`config.mk`:
```
export PLATFORM = sky130hd
export DESIGN_NAME = ultrasonic_scan_sequencer_flat
export DESIGN_NICKNAME = d
export VERILOG_FILES = /design/src/rtl/ultrasonic_scan_sequencer_if.sv /design/src/rtl/ultrasonic_scan_sequencer.sv /design/src/flat_wrapper.sv
export SDC_FILE = /design/constraint.sdc
export NUM_CORES = 1
export LEC_CHECK = 0
export CORE_ASPECT_RATIO = 1.5
export CORE_MARGIN = 5
export CORE_UTILIZATION = 61
export CTS_CLUSTER_SIZE = 25
export DETAILED_ROUTE_END_ITERATION = 12
export GPL_TIMING_DRIVEN = 0
export PLACE_DENSITY = 0.83
export RECOVER_POWER = 100
export SLEW_MARGIN = 5
export SYNTH_ARGS = -nofsm -noshare
export SYNTH_HDL_FRONTEND = slang
export SYNTH_SLANG_ARGS = --single-unit
```
`constraint.sdc`:
```
create_clock -name clk -period 4.6 [get_ports clk]
set_clock_uncertainty 0.15 [all_clocks]
set_input_delay 0.69 -clock clk [delete_from_list [all_inputs] [get_ports clk]]
set_output_delay 0.69 -clock clk [all_outputs]
set_load 0.01 [all_outputs]
```
`src/rtl/ultrasonic_scan_sequencer_if.sv`:
```
// Signal bundle between the scan sequencer and its controller/sensor side.
// The slave modport is the sequencer's own view; master is the environment's view.
interface ultrasonic_scan_sequencer_if;
  logic        enable;
  logic [7:0]  channel_mask;
  logic        echo;
  logic [2:0]  sel;
  logic        trig;
  logic        dist_valid;
  logic [2:0]  dist_ch;
  logic [15:0] dist_data;
  logic        dist_timeout;
  logic        scan_done;
  logic        busy;

  modport master (
    output enable, channel_mask, echo,
    input  sel, trig, dist_valid, dist_ch, dist_data, dist_timeout, scan_done, busy
  );

  modport slave (
    input  enable, channel_mask, echo,
    output sel, trig, dist_valid, dist_ch, dist_data, dist_timeout, scan_done, busy
  );
endinterface

```
`src/rtl/ultrasonic_scan_sequencer.sv`:
```
// Round-robin ultrasonic ranging sequencer: selects each enabled sensor in turn,
// fires a trigger pulse, times the echo in distance ticks and reports the result.
module ultrasonic_scan_sequencer #(
  parameter int unsigned SETTLE_CYCLES  = 100,
  parameter int unsigned TRIG_CYCLES    = 1000,
  parameter int unsigned TICK_CYCLES    = 5800,
  parameter int unsigned TIMEOUT_CYCLES = 3800000,
  parameter int unsigned GUARD_CYCLES   = 6000000
) (
  input  logic                          clk,
  input  logic                          reset,
  ultrasonic_scan_sequencer_if.slave    bus
);

  typedef enum logic [2:0] {
    S_IDLE, S_SETTLE, S_TRIGGER, S_WAIT_RISE, S_MEASURE, S_GUARD
  } state_t;

  state_t      r_state;
  state_t      w_state_next;

  logic        r_echo_meta;
  logic        r_echo_sync;
  logic        r_echo_prev;
  logic [31:0] r_phase_cnt;
  logic [31:0] r_timeout_cnt;
  logic [31:0] r_tick_cnt;
  logic [15:0] r_dist;
  logic [2:0]  r_ptr;
  logic [2:0]  r_sel;
  logic        r_dist_valid;
  logic [2:0]  r_dist_ch;
  logic [15:0] r_dist_data;
  logic        r_dist_timeout;

  logic        w_rise;
  logic        w_fall;
  logic        w_phase_end;
  logic        w_timeout_hit;
  logic        w_tick;
  logic [15:0] w_dist_inc;
  logic        w_mask_any;
  logic        w_go;
  logic [2:0]  w_first_sel;
  logic [2:0]  w_next_sel;
  logic [2:0]  w_top;

  // Lowest enabled index at or after start, wrapping 7->0; returns start if none.
  function automatic logic [2:0] f_next_enabled(input logic [7:0] mask, input logic [2:0] start);
    logic [2:0] idx;
    logic       found;
    f_next_enabled = start;
    found = 1'b0;
    for (int k = 0; k < 8; k++) begin
      idx = start + 3'(k);
      if (!found && mask[idx]) begin
        f_next_enabled = idx;
        found = 1'b1;
      end
    end
  endfunction

  function automatic logic [2:0] f_highest(input logic [7:0] mask);
    f_highest = 3'd0;
    for (int k = 0; k < 8; k++) begin
      if (mask[k]) f_highest = 3'(k);
    end
  endfunction

  assign w_rise        = r_echo_sync & ~r_echo_prev;
  assign w_fall        = ~r_echo_sync & r_echo_prev;
  assign w_timeout_hit = ((r_state == S_WAIT_RISE) || (r_state == S_MEASURE)) &&
                         (r_timeout_cnt == TIMEOUT_CYCLES - 1);
  assign w_tick        = (r_tick_cnt == TICK_CYCLES - 1);
  // Includes the falling-edge cycle's own tick so a pulse of N*TICK cycles reads N.
  assign w_dist_inc    = (w_tick && (r_dist != 16'hFFFE)) ? r_dist + 16'd1 : r_dist;
  assign w_mask_any    = |bus.channel_mask;
  assign w_go          = bus.enable && w_mask_any;
  assign w_first_sel   = f_next_enabled(bus.channel_mask, r_ptr);
  assign w_next_sel    = f_next_enabled(bus.channel_mask, r_sel + 3'd1);
  assign w_top         = f_highest(bus.channel_mask);

  always_comb begin
    w_phase_end = 1'b0;
    case (r_state)
      S_SETTLE:  w_phase_end = (r_phase_cnt == SETTLE_CYCLES - 1);
      S_TRIGGER: w_phase_end = (r_phase_cnt == TRIG_CYCLES - 1);
      S_GUARD:   w_phase_end = (r_phase_cnt == GUARD_CYCLES - 1);
      default:   w_phase_end = 1'b0;
    endcase
  end

  always_ff @(posedge clk) begin
    if (reset) r_state <= S_IDLE;
    else       r_state <= w_state_next;
  end

  always_comb begin
    w_state_next = r_state;
    case (r_state)
      S_IDLE:      if (w_go) w_state_next = S_SETTLE;
      S_SETTLE:    if (w_phase_end) w_state_next = S_TRIGGER;
      S_TRIGGER:   if (w_phase_end) w_state_next = S_WAIT_RISE;
      S_WAIT_RISE: begin
        if (w_timeout_hit)  w_state_next = S_GUARD;
        else if (w_rise)    w_state_next = S_MEASURE;
      end
      S_MEASURE:   if (w_timeout_hit || w_fall) w_state_next = S_GUARD;
      S_GUARD:     if (w_phase_end) w_state_next = w_go ? S_SETTLE : S_IDLE;
      default:     w_state_next = S_IDLE;
    endcase
  end

  // scan_done looks at the mask live so a pass ends against the mask in force right now.
  always_comb begin
    bus.trig      = 1'b0;
    bus.busy      = 1'b1;
    bus.scan_done = 1'b0;
    case (r_state)
      S_IDLE:    bus.busy = 1'b0;
      S_TRIGGER: bus.trig = 1'b1;
      S_GUARD:   bus.scan_done = w_phase_end && w_mask_any && (r_sel == w_top);
      default:   ;
    endcase
  end

  assign bus.sel          = r_sel;
  assign bus.dist_valid   = r_dist_valid;
  assign bus.dist_ch      = r_dist_ch;
  assign bus.dist_data    = r_dist_data;
  assign bus.dist_timeout = r_dist_timeout;

  always_ff @(posedge clk) begin
    if (reset) begin
      r_echo_meta    <= 1'b0;
      r_echo_sync    <= 1'b0;
      r_echo_prev    <= 1'b0;
      r_phase_cnt    <= '0;
      r_timeout_cnt  <= '0;
      r_tick_cnt     <= '0;
      r_dist         <= '0;
      r_ptr          <= '0;
      r_sel          <= '0;
      r_dist_valid   <= 1'b0;
      r_dist_ch      <= '0;
      r_dist_data    <= '0;
      r_dist_timeout <= 1'b0;
    end else begin
      r_echo_meta  <= bus.echo;
      r_echo_sync  <= r_echo_meta;
      r_echo_prev  <= r_echo_sync;
      r_dist_valid <= 1'b0;

      if (r_state != w_state_next) r_phase_cnt <= '0;
      else                         r_phase_cnt <= r_phase_cnt + 32'd1;

      if ((r_state == S_WAIT_RISE) || (r_state == S_MEASURE)) r_timeout_cnt <= r_timeout_cnt + 32'd1;
      else                                                   r_timeout_cnt <= '0;

      if (r_state == S_WAIT_RISE) begin
        r_tick_cnt <= '0;
        r_dist     <= '0;
      end else if (r_state == S_MEASURE) begin
        r_tick_cnt <= w_tick ? '0 : r_tick_cnt + 32'd1;
        r_dist     <= w_dist_inc;
      end

      if (w_timeout_hit) begin
        r_dist_valid   <= 1'b1;
        r_dist_data    <= 16'hFFFF;
        r_dist_timeout <= 1'b1;
        r_dist_ch      <= r_sel;
      end else if ((r_state == S_MEASURE) && w_fall) begin
        r_dist_valid   <= 1'b1;
        r_dist_data    <= w_dist_inc;
        r_dist_timeout <= 1'b0;
        r_dist_ch      <= r_sel;
      end

      if ((r_state == S_IDLE) && w_go) begin
        r_sel <= w_first_sel;
        r_ptr <= w_first_sel;
      end else if ((r_state == S_GUARD) && w_phase_end) begin
        r_ptr <= w_next_sel;
        if (w_go) r_sel <= w_next_sel;
      end
    end
  end

endmodule

```
`src/flat_wrapper.sv`:
```
// flat-port wrapper written by rule: the top's interface ports become plain ports
module ultrasonic_scan_sequencer_flat 
#(
  parameter int unsigned SETTLE_CYCLES  = 100,
  parameter int unsigned TRIG_CYCLES    = 1000,
  parameter int unsigned TICK_CYCLES    = 5800,
  parameter int unsigned TIMEOUT_CYCLES = 3800000,
  parameter int unsigned GUARD_CYCLES   = 6000000
)
  (clk, reset, bus_enable, bus_channel_mask, bus_echo, bus_sel, bus_trig, bus_dist_valid, bus_dist_ch, bus_dist_data, bus_dist_timeout, bus_scan_done, bus_busy);
  ultrasonic_scan_sequencer_if bus_i ();
  input  logic clk;
  input  logic reset;
  input wire logic [$bits(bus_i.enable)-1:0] bus_enable;
  input wire logic [$bits(bus_i.channel_mask)-1:0] bus_channel_mask;
  input wire logic [$bits(bus_i.echo)-1:0] bus_echo;
  output wire logic [$bits(bus_i.sel)-1:0] bus_sel;
  output wire logic [$bits(bus_i.trig)-1:0] bus_trig;
  output wire logic [$bits(bus_i.dist_valid)-1:0] bus_dist_valid;
  output wire logic [$bits(bus_i.dist_ch)-1:0] bus_dist_ch;
  output wire logic [$bits(bus_i.dist_data)-1:0] bus_dist_data;
  output wire logic [$bits(bus_i.dist_timeout)-1:0] bus_dist_timeout;
  output wire logic [$bits(bus_i.scan_done)-1:0] bus_scan_done;
  output wire logic [$bits(bus_i.busy)-1:0] bus_busy;
  assign bus_i.enable = bus_enable;
  assign bus_i.channel_mask = bus_channel_mask;
  assign bus_i.echo = bus_echo;
  assign bus_sel = bus_i.sel;
  assign bus_trig = bus_i.trig;
  assign bus_dist_valid = bus_i.dist_valid;
  assign bus_dist_ch = bus_i.dist_ch;
  assign bus_dist_data = bus_i.dist_data;
  assign bus_dist_timeout = bus_i.dist_timeout;
  assign bus_scan_done = bus_i.scan_done;
  assign bus_busy = bus_i.busy;
  ultrasonic_scan_sequencer #(.SETTLE_CYCLES(SETTLE_CYCLES), .TRIG_CYCLES(TRIG_CYCLES), .TICK_CYCLES(TICK_CYCLES), .TIMEOUT_CYCLES(TIMEOUT_CYCLES), .GUARD_CYCLES(GUARD_CYCLES)) u_core (.clk(clk), .reset(reset), .bus(bus_i));
endmodule
```
### After elaboration in Yosys (flattened, before gate mapping)

Cells that the tools add are included.

| cells by class | value |
|---|---|
| add/sub/neg operators | 19 |
| $mul | 0 |
| div/mod/pow operators | 0 |
| order comparisons | 16 |
| equality and inequality tests | 13 |
| shift-type cells | 0 |
| muxes and demuxes | 95 |
| bitwise logic cells | 5 |
| reductions and logical operators | 47 |

Operators by type and width:

| cell | count |
|---|---|
| $add A32 B1 Y32 const B | 3 |
| $mux W3 | 32 |
| $lt A3 B4 Y1 const B | 16 |
| $bmux W1 S3 | 16 |
| $mux W16 | 3 |
| $mux W1 | 39 |
| $eq A32 B10 Y1 const B | 1 |
| $eq A32 B13 Y1 const B | 1 |
| $eq A32 B22 Y1 const B | 1 |
| $eq A32 B23 Y1 const B | 1 |
| $eq A32 B7 Y1 const B | 1 |
| $mux W32 | 1 |
| $add A3 B3 Y3 const B | 8 |
| $logic_and A1 B1 Y1 | 22 |
| $pmux W3 S6 | 1 |
| $add A16 B1 Y16 const B | 1 |
| $ne A16 B16 Y1 const B | 1 |
| $logic_not A1 Y1 | 14 |
| $add A3 B2 Y3 const B | 4 |
| $add A3 B1 Y3 const B | 3 |
| $reduce_or A8 Y1 | 1 |
| $eq A3 B2 Y1 const B | 2 |
| $eq A3 B3 Y1 const B | 2 |
| $reduce_bool A2 Y1 | 3 |
| other kinds (11) | 18 |

| storage, ports and cells | value |
|---|---|
| register bits | 145 |
| bits in latches | 0 |
| RAM bits | 0 |
| memory bits (read-only) | 0 |
| bits of input ports | 12 |
| logic and storage cells | 209 |
| memories kept | 0 |

### Depth between registers and ports, before layout

Gate-level depths: netlist of run 1.

| depth | value |
|---|---|
| word-level depth | 28 |
| depth in mapped cells | 14 |
| mapped depth without buffers | 10 |

### Worst setup path before layout of run 1

No wires, ideal clock.

| timing | value |
|---|---|
| path kind | reg-to-reg |
| start point | reg u_core.r_sel[0], in the netlist u_core.bus.sel[0] |
| end point | reg u_core.r_sel[1], in the netlist u_core.bus.sel[1] |
| data arrival time | 3.450 ns |
| required time | 4.323 ns |
| path slack | 0.874 ns |
| cell stages (with the launch flop) | 14 |
| period minus slack after synthesis | 3.726 ns |
| cells stage by stage | dfxtp_1 buf_2 clkbuf_1 inv_1 ha_1 buf_2 mux4_2 mux2i_2 nand3_1 o22ai_1 a22oi_1 mux2_2 o211ai_1 mux2i_1 |

| between the ends | value |
|---|---|
| word-level cells in the longest chain between the ends | 28 |

Ends and longest elaborated chain:

| element | RTL line | RTL |
|---|---|---|
| from (decl) | ultrasonic_scan_sequencer.sv:30 | `logic [2:0] r_sel;` |
| from (signal assigned) | ultrasonic_scan_sequencer.sv:181 | `r_sel <= w_first_sel;` |
| from (signal assigned) | ultrasonic_scan_sequencer.sv:185 | `if (w_go) r_sel <= w_next_sel;` |
| $add A3 B1 Y3 (*) | ultrasonic_scan_sequencer.sv:80 | `assign w_next_sel = f_next_enabled(bus.channel_mask, r_sel + 3'd1);` |
| parallel branches: the longest is 23 deep, another holds $add A3 B1 Y3 | - |  |
| $mux W3 (*) | ultrasonic_scan_sequencer.sv:56 | `if (!found && mask[idx]) begin` |
| $mux W3 (*) | ultrasonic_scan_sequencer.sv:185 |  |
| $mux W3 (*) | ultrasonic_scan_sequencer.sv:183 | `end else if ((r_state == S_GUARD) && w_phase_end) begin` |
| $mux W3 (*) | ultrasonic_scan_sequencer.sv:180 | `if ((r_state == S_IDLE) && w_go) begin` |

Every way passes the cells marked *. The select of a mux whose other input is x is not followed.
A chain may end at the register's enable or synchronous reset.

### Final worst setup path of run 1

| timing | value |
|---|---|
| start point | reg u_core.r_state[0] |
| end point | out bus_scan_done |

| between the ends | value |
|---|---|
| word-level cells in the longest chain between the ends | 5 |

Ends and longest elaborated chain:

| element | RTL line | RTL |
|---|---|---|
| from (decl) | ultrasonic_scan_sequencer.sv:19 | `state_t r_state;` |
| from (signal assigned) | ultrasonic_scan_sequencer.sv:95 | `else r_state <= w_state_next;` |
| $eq A3 B3 Y1, or another cell as far along | ultrasonic_scan_sequencer.sv:85, ultrasonic_scan_sequencer.sv:119 |  |
| $pmux W1 S3 | ultrasonic_scan_sequencer.sv:85 | `case (r_state)` |
| $logic_and A1 B1 Y1 (2 in a row) | ultrasonic_scan_sequencer.sv:122 | `S_GUARD: bus.scan_done = w_phase_end && w_mask_any && (r_sel == w_top);` |
| $mux W1 (*) | ultrasonic_scan_sequencer.sv:119 | `case (r_state)` |
| to (decl) | flat_wrapper.sv:23 | `output wire logic [$bits(bus_i.scan_done)-1:0] bus_scan_done;` |

Every way passes the cells marked *; elsewhere a longest branch is shown, timed or not.

==> summary.md, run 1 <==
| Metric | Value |
|---|---|
| Status | `finished clean` |
| Endpoints failing setup | `0` |
| ANT cells | `0` |
| GR peak layer | `met2` |
| GPL Wtd Cong | `~0.9` |
| Drt wl/cell | `approximately 16 um` |
| GR Overflow Total | `0` |
| Vias per cell | `6.132` |
| Synth top area share | `34.11%` |
| GRT Total Usage | `25.27%` |
| Min Hold Slack | `0.2957 ns` |
| I/O pin total | `39` |
| Main flop type after synthesis | `dfxtp_1` |
| Post-Synthesis Cells | `1026` |
| Final Critical Period | `4.497 ns` |
| Synth Warn # | `0` |
| FP Rows | `53` |
| Clock Tree Buf Depth | `2` |
| M2 GR Usage | `47.45%` |
| EDFF count, synth | `0` |
| Final period util | `a little under 100%` |
| Layout overhead on the synthesized area | `13.45%` |
| MaxCap Viol Count | `0` |
| Final Util | `a little over two thirds` |
| Fill count | `about 1100` |
| Total CTS buffers | `17` |
| Slew Limit Fails | `0` |
| Register area share after synthesis | `~34%` |
| Leakage | `3.284 nW` |
| Post-CTS Setup Inserts | `0` |
| Met3 Usage GRT | `under 10%` |
| Synth Net Count | `1047` |
| Worst-path clk slew | `0.06 ns` |
| Share of cells above drive strength 1 | `7.397%` |
| Largest net degree at the start of global routing | `17` |
| Root buf cell | `clkbuf_16` |
| RSZ-0062 raised after global routing | `no` |
| Crit path capture type | `output port` |
| CP arrival | `3.66 ns` |
| First-pass GRT wire length | `34590 um` |
| Slew headroom | `42.73%` |
| Yosys reg bits | `roughly 150` |
| Max Fanout on Critical Path | `10` |
| Die width | `between 100 and 150 um` |
| Core area | `0.01386 mm2` |
| Cell variety after synth | `69` |
| Initial antenna violation count | `0` |
| Initial DRC count | `450` |
| Measured slew at the worst slew-check pin | `0.8512 ns` |
| CTS tree | `built` |
| Cell Pwr Density | `around 360 mW/mm2` |
| Die ar. | `~0.016 mm2` |
| Synth area leader | `dfxtp_1` |
| TritonRoute pass-1 iters | `8` |
| Fin. Hold Viols | `0` |
| Critical path required time | `3.76 ns` |
| Synth top area cells | `dfxtp_1 (34%), nor2_1 (7.3%), xor2_1 (6.5%)` |
| WS Path Type | `register to output port` |
| Die Height | `154.7 um` |
| Drt drc | `0` |
| Post-synth top cells | `nor2_1 (166), dfxtp_1 (145), nand2_1 (73), xor2_1 (63), xnor2_1 (50)` |
| Most numerous cell in the Yosys netlist | `nor2_1` |
| HPWL Detailed | `14870 um` |
| Setup tns final | `0 ns` |
| Hold WC Path Type | `register to register` |
| Crit path launch type | `register` |
| Vias | `7726` |
| Met1 usage in global routing | `27.21%` |
| H-tree Lvls | `4` |
| Final WL | `20540 um` |
| Synth async-reset ratio | `0%` |
| NumNets Final | `1103` |
| Initial Utilization | `61.41%` |
| Cell Area, Synth | `0.008511 mm2` |
| Highest clock rate | `222.4 MHz` |
| VDD IR max | `0.2663 mV` |
| Mean post-synth cell area | `8.295 um2` |
| Number of I/O port buffers | `37` |
| Clk sinks | `approximately 150` |
| Clock latency on the worst-skew pair | `0.41 ns` |
| Remaining antenna violation count | `0` |
| Number of global-route vias before repair | `7627` |
report_power, final:
group          switching [mW]  internal (mW)  total, mW  leakage (nW)
Sequential             0.0117           1.27       1.28          1.17
Clock                   0.544          0.823       1.37         0.285
Combinational           0.464          0.342      0.806          1.83
what timing repair did:
action / 4_1_cts / 5_1_grt
gates resized for setup: 0 / 2
hold buffers: 0 / 0
setup endpoints to repair: 0 / 4
kinds of logic after synthesis:
logic type,after synthesis,share of synthesized area (%)
xor gates and xnor gates,115,12.16
buffers and inverters,85,4.116
muxes,58,9.982
DFF,145,34.11
and+or+nand+nor,467,27.18
AOI/OAI and AO/OA,147,11.13
adders and majority gates,9,1.323
worst paths after layout:
kind	slack, ns	depth (start not counted)	end	start
setup / recovery	0.10	7	bus_scan_done	u_core.r_state[0]
hold / removal	0.30	1	u_core.r_echo_sync	u_core.r_echo_meta
setup reg to reg	0.21	13	u_core.r_ptr[1]	u_core.bus.sel[0]
hold reg to reg	0.30	1	u_core.r_echo_sync	u_core.r_echo_meta
worst max-delay path, stage by stage, from the launching register on:
cell             delay, ns
dfxtp_1               0.32
clkbuf_1              0.35
nand3b_1              0.22
or4_1                 0.60
a221oi_2              0.46
nand4_2               0.26
nor4_1                0.43
clkdlybuf4s50_1       0.61
layer usage:
layer / part of all wire [%] / up-vias / wire length (um)
met3: 4.4 / 65 / 903
met5: 0 / - / 0
met4: 3.9 / 0 / 793
li1: - / 3763 / -
met2: 53 / 234 / 10960
met1: 38 / 3664 / 7878
state kept, by name, indices dropped and copies added (netlist names), 16 cells and up:
name and flops:
u_core.r_phase_cnt 32, u_core.r_timeout_cnt 32, u_core.r_dist 16, u_core.bus.dist_data 16, u_core.r_tick_cnt 32
cell type report:
type,count,area (um2),share of cell area (%)
inverter,29,108.9,1.127
timing repair buffer,37,370.4,3.836
buffer,56,221.5,2.294
clock buffer,19,442.9,4.587
sequential,145,2903,30.06
multi-input combinational,796,5249,54.36
clock inverter,13,153.9,1.594
tap,165,206.4,2.138
cell usage in the layout (no fill, tap or decap), types with 8 or more instances in the layout:
cell type and n:
ha_1 9, xnor2_1 50, a21oi_1 48, inv_1 28
nor2b_1 8, nand2_1 74, and3_1 24, xor2_1 63
dfxtp_1 145, clkbuf_1 48, mux4_2 20, mux2i_1 27
nor2_1 166, nor4_1 16, nor3_1 26, or3_1 25
nand3_1 48, clkdlybuf4s50_1 11, clkbuf_16 17, o21ai_0 33
nand2b_1 9, nand4_1 24, dlygate4sd3_1 26, mux2_2 9
stage by stage:
step	cell area (um2)	cells	power, mW	setup WS (ns)
finish	9656	1260	3.453	0.1029
global route	9656	1260	3.592	0.007291
CTS	9684	1260	3.452	0.07143
detailed placement	9087	1228	2.094	0.1028
global placement	9087	1228	2.083	0.1804
floorplan	8511	1026	1.923	0.8737
(Power assumes the default switching activity.)
==> run 2, diff against run 1 <==
--- a/constraint.sdc
+++ b/constraint.sdc
@@ -4,2 +4,2 @@
 set_output_delay 0.69 -clock clk [all_outputs]
-set_load 0.01 [all_outputs]
+set_load 0.05 [all_outputs]
==> summary.md, run 2 (synthesis results as in run 1) <==
| Metric | Value |
|---|---|
| Clock power share | `39.4% (was 39.6%)` |
| Number of global-route vias before repair | `7627 (unchanged)` |
| Sequential cell area | `0.002903 mm2 (unchanged)` |
| Drt drc | `0 (unchanged)` |
| Vias per cell | `6.123 (was 6.132)` |
| Layout overhead on the synthesized area | `13.38% (was 13.45%)` |
| Share of cells above drive strength 1 | `7.397% (unchanged)` |
| WS Path Type | `register to register (was register to output port)` |
| Die Height | `154.7 um (unchanged)` |
| Clk sinks | `145 (unchanged)` |
| CTS tree | `built (unchanged)` |
| Endpoints failing setup | `0 (unchanged)` |
| DP Worst Slack | `0.1028 ns (unchanged)` |
| GPL Wtd Cong | `0.8913 (unchanged)` |
| Slowest CP cell | `mux4_2 (was clkdlybuf4s50_1)` |
| Sequential power share | `36.9% (was 37.1%)` |
| MaxCap Viol Count | `0 (unchanged)` |
| Commonest cells after routing, fill and taps aside | `nor2_1 (166), dfxtp_1 (145), nand2_1 (74) (unchanged)` |
| ANT cells | `0 (unchanged)` |
| Hold WC Path Type | `register to register (unchanged)` |
| VDD IR max | `0.2663 mV (about the same)` |
| FP Rows | `53 (unchanged)` |
| TritonRoute pass-1 iters | `6 (was 8)` |
| H-tree Lvls | `4 (unchanged)` |
| Fin. Hold Viols | `0 (unchanged)` |
| Initial Utilization | `61.41% (unchanged)` |
| Core area | `0.01386 mm2 (unchanged)` |
| Fill count | `1100 (was 1098)` |
| Post-route worst setup slack | `0.1997 ns (was 0.1029 ns)` |
| Switching Fraction | `29.82% (was 29.55%)` |
| First-pass GRT wire length | `34590 um (unchanged)` |
| Worst-path clk slew | `0.06 ns (about the same)` |
| Status | `finished clean (unchanged)` |
| Crit path launch type | `register (unchanged)` |
| Crit path buffers/inverters | `4 (was 2)` |
| Die ar. | `0.01646 mm2 (unchanged)` |
| Setup tns final | `0 ns (unchanged)` |
| Worst path top cell family by delay | `multiplexers (was simple AND/OR/NAND/NOR gates)` |
| RSZ-0062 raised after global routing | `no (unchanged)` |
| GR Overflow Total | `0 (unchanged)` |
| Internal Power | `2.432 mW (about the same)` |
| Initial DRC count | `451 (was 450)` |
| Initial antenna violation count | `0 (unchanged)` |
| Most frequent CP cell | `buf_2` |
| Final Critical Period | `4.400 ns (was 4.497 ns)` |
| Crit path largest cell delay | `0.58 ns (was 0.61 ns)` |
| Highest clock rate | `227.3 MHz (was 222.4 MHz)` |
| Number of I/O port buffers | `37 (unchanged)` |
| Leakage | `3.287 nW (was 3.284 nW)` |
| Max Fanout on Critical Path | `10 (unchanged)` |
| Min Hold Slack | `0.2957 ns (about the same)` |
| Remaining antenna violation count | `0 (unchanged)` |
| Clock Tree Buf Depth | `2 (unchanged)` |
| Drt wl/cell | `16.29 um (was 16.30 um)` |
| Final WL | `20520 um (was 20540 um)` |
| # hold bufs at CTS | `0 (unchanged)` |
| GRT Total Usage | `25.27% (unchanged)` |
| Post-Place Cell Area | `0.009087 mm2 (unchanged)` |
| Measured slew at the worst slew-check pin | `0.8512 ns (unchanged)` |
| Most common cell after layout, fill and taps aside | `nor2_1 (unchanged)` |
| Crit path capture type | `register (was output port)` |
| Slew Limit Fails | `0 (unchanged)` |
| Critical path required time | `4.73 ns (was 3.76 ns)` |
| Largest net degree at the start of global routing | `17 (unchanged)` |
| Cell area after layout | `0.009649 mm2 (was 0.009656 mm2)` |
| Vias | `7715 (was 7726)` |
| Setup slack, reg-to-reg | `0.20 ns (was 0.21 ns)` |
| Die width | `106.4 um (unchanged)` |
| Post-CTS Setup Inserts | `0 (unchanged)` |
| Total CTS buffers | `17 (unchanged)` |
| Cell Pwr Density | `359.2 mW/mm2 (was 357.6 mW/mm2)` |
| Multi-input gate area in the final layout | `0.005249 mm2 (unchanged)` |
| Clock latency on the worst-skew pair | `0.41 ns (about the same)` |
| Crit-path cells | `buf_2 > clkbuf_2 > inv_1 > ha_1 > buf_2 > mux4_2 > mux2i_2 > nand3_1 > o22ai_1 > a22oi_1 > mux2_2 > o211ai_1 > mux2i_1 (was clkbuf_1 > nand3b_1 > or4_1 > a221oi_2 > nand4_2 > nor4_1 > clkdlybuf4s50_1)` |
| Sw Pwr | `1.033 mW (was 1.020 mW)` |
| HPWL Detailed | `14870 um (unchanged)` |
| CP arrival | `4.53 ns (was 3.66 ns)` |
| Largest registers | `u_core.r_phase_cnt: 32 flops, u_core.r_tick_cnt: 32 flops, u_core.r_timeout_cnt: 32 flops (unchanged)` |
| Logic pwr share | `23.6% (was 23.3%)` |
| Root buf cell | `clkbuf_16 (unchanged)` |
| I/O pin total | `39 (unchanged)` |
| Slew headroom | `42.73% (unchanged)` |
| NumNets Final | `1103 (unchanged)` |
| Final period util | `95.66% (was 97.76%)` |
==> run 2: through the flow <==
stage	total power, mW	util, %	cells
global placement	2.097	65.57	1228
detailed placement	2.108	65.57	1228
finish	3.466	69.62	1260
global route	3.605	69.62	1260
CTS	3.466	69.87	1260
floorplan	1.936	-	1026
==> run 2: path summary, 6_finish.rpt <==
path	start	endpoint	cells after the start
worst max-delay path	u_core.bus.sel[0]	u_core.r_ptr[1]	13
worst min-delay path	u_core.r_echo_meta	u_core.r_echo_sync	1
worst max register to register	u_core.bus.sel[0]	u_core.r_ptr[1]	13
worst min register to register	u_core.r_echo_meta	u_core.r_echo_sync	1
==> run 2: power by group through the flow <==
stage,Clock [mW],Combinational (mW),Sequential [mW]
after floorplan,0,0.620,1.32
final,1.37,0.819,1.28
after detailed placement,0,0.800,1.31
after global routing,1.44,0.886,1.28
after global placement,0,0.790,1.31
after CTS,1.38,0.808,1.28
==> run 2: cell type report <==
| type | instances | area share, % |
|---|---|---|
| inverter | 29 | 1.128 |
| clock buffer | 19 | 4.590 |
| buffer | 56 | 2.295 |
| clock inverter | 13 | 1.595 |
| sequential | 145 | 30.08 |
| tap | 165 | 2.140 |
| multi-input combinational | 796 | 54.40 |
| timing repair buffer | 37 | 3.773 |
==> run 2: worst reg2reg max path: stages (launching register included) <==
cell	delay, ns
dfxtp_1	0.38
buf_2	0.28
clkbuf_2	0.29
inv_1	0.18
ha_1	0.31
buf_2	0.24
mux4_2	0.58
mux2i_2	0.32
nand3_1	0.23
o22ai_1	0.45
a22oi_1	0.15
mux2_2	0.32
o211ai_1	0.28
mux2i_1	0.12
==> run 2: repair_timing <==
action / 4_1_cts / 5_1_grt
gates resized for setup: 0 / 3
hold endpoints to repair: 0 / 0
setup endpoints to repair: 0 / 5
==> run 2: layer usage <==
layer	vias to the layer above	global-route usage [%]	share of wire (%)
met5	-	0	0
met4	0	12.49	4.0
met3	67	3.758	4.2
met2	216	47.45	53
met1	3673	27.21	38
li1	3759	-	-
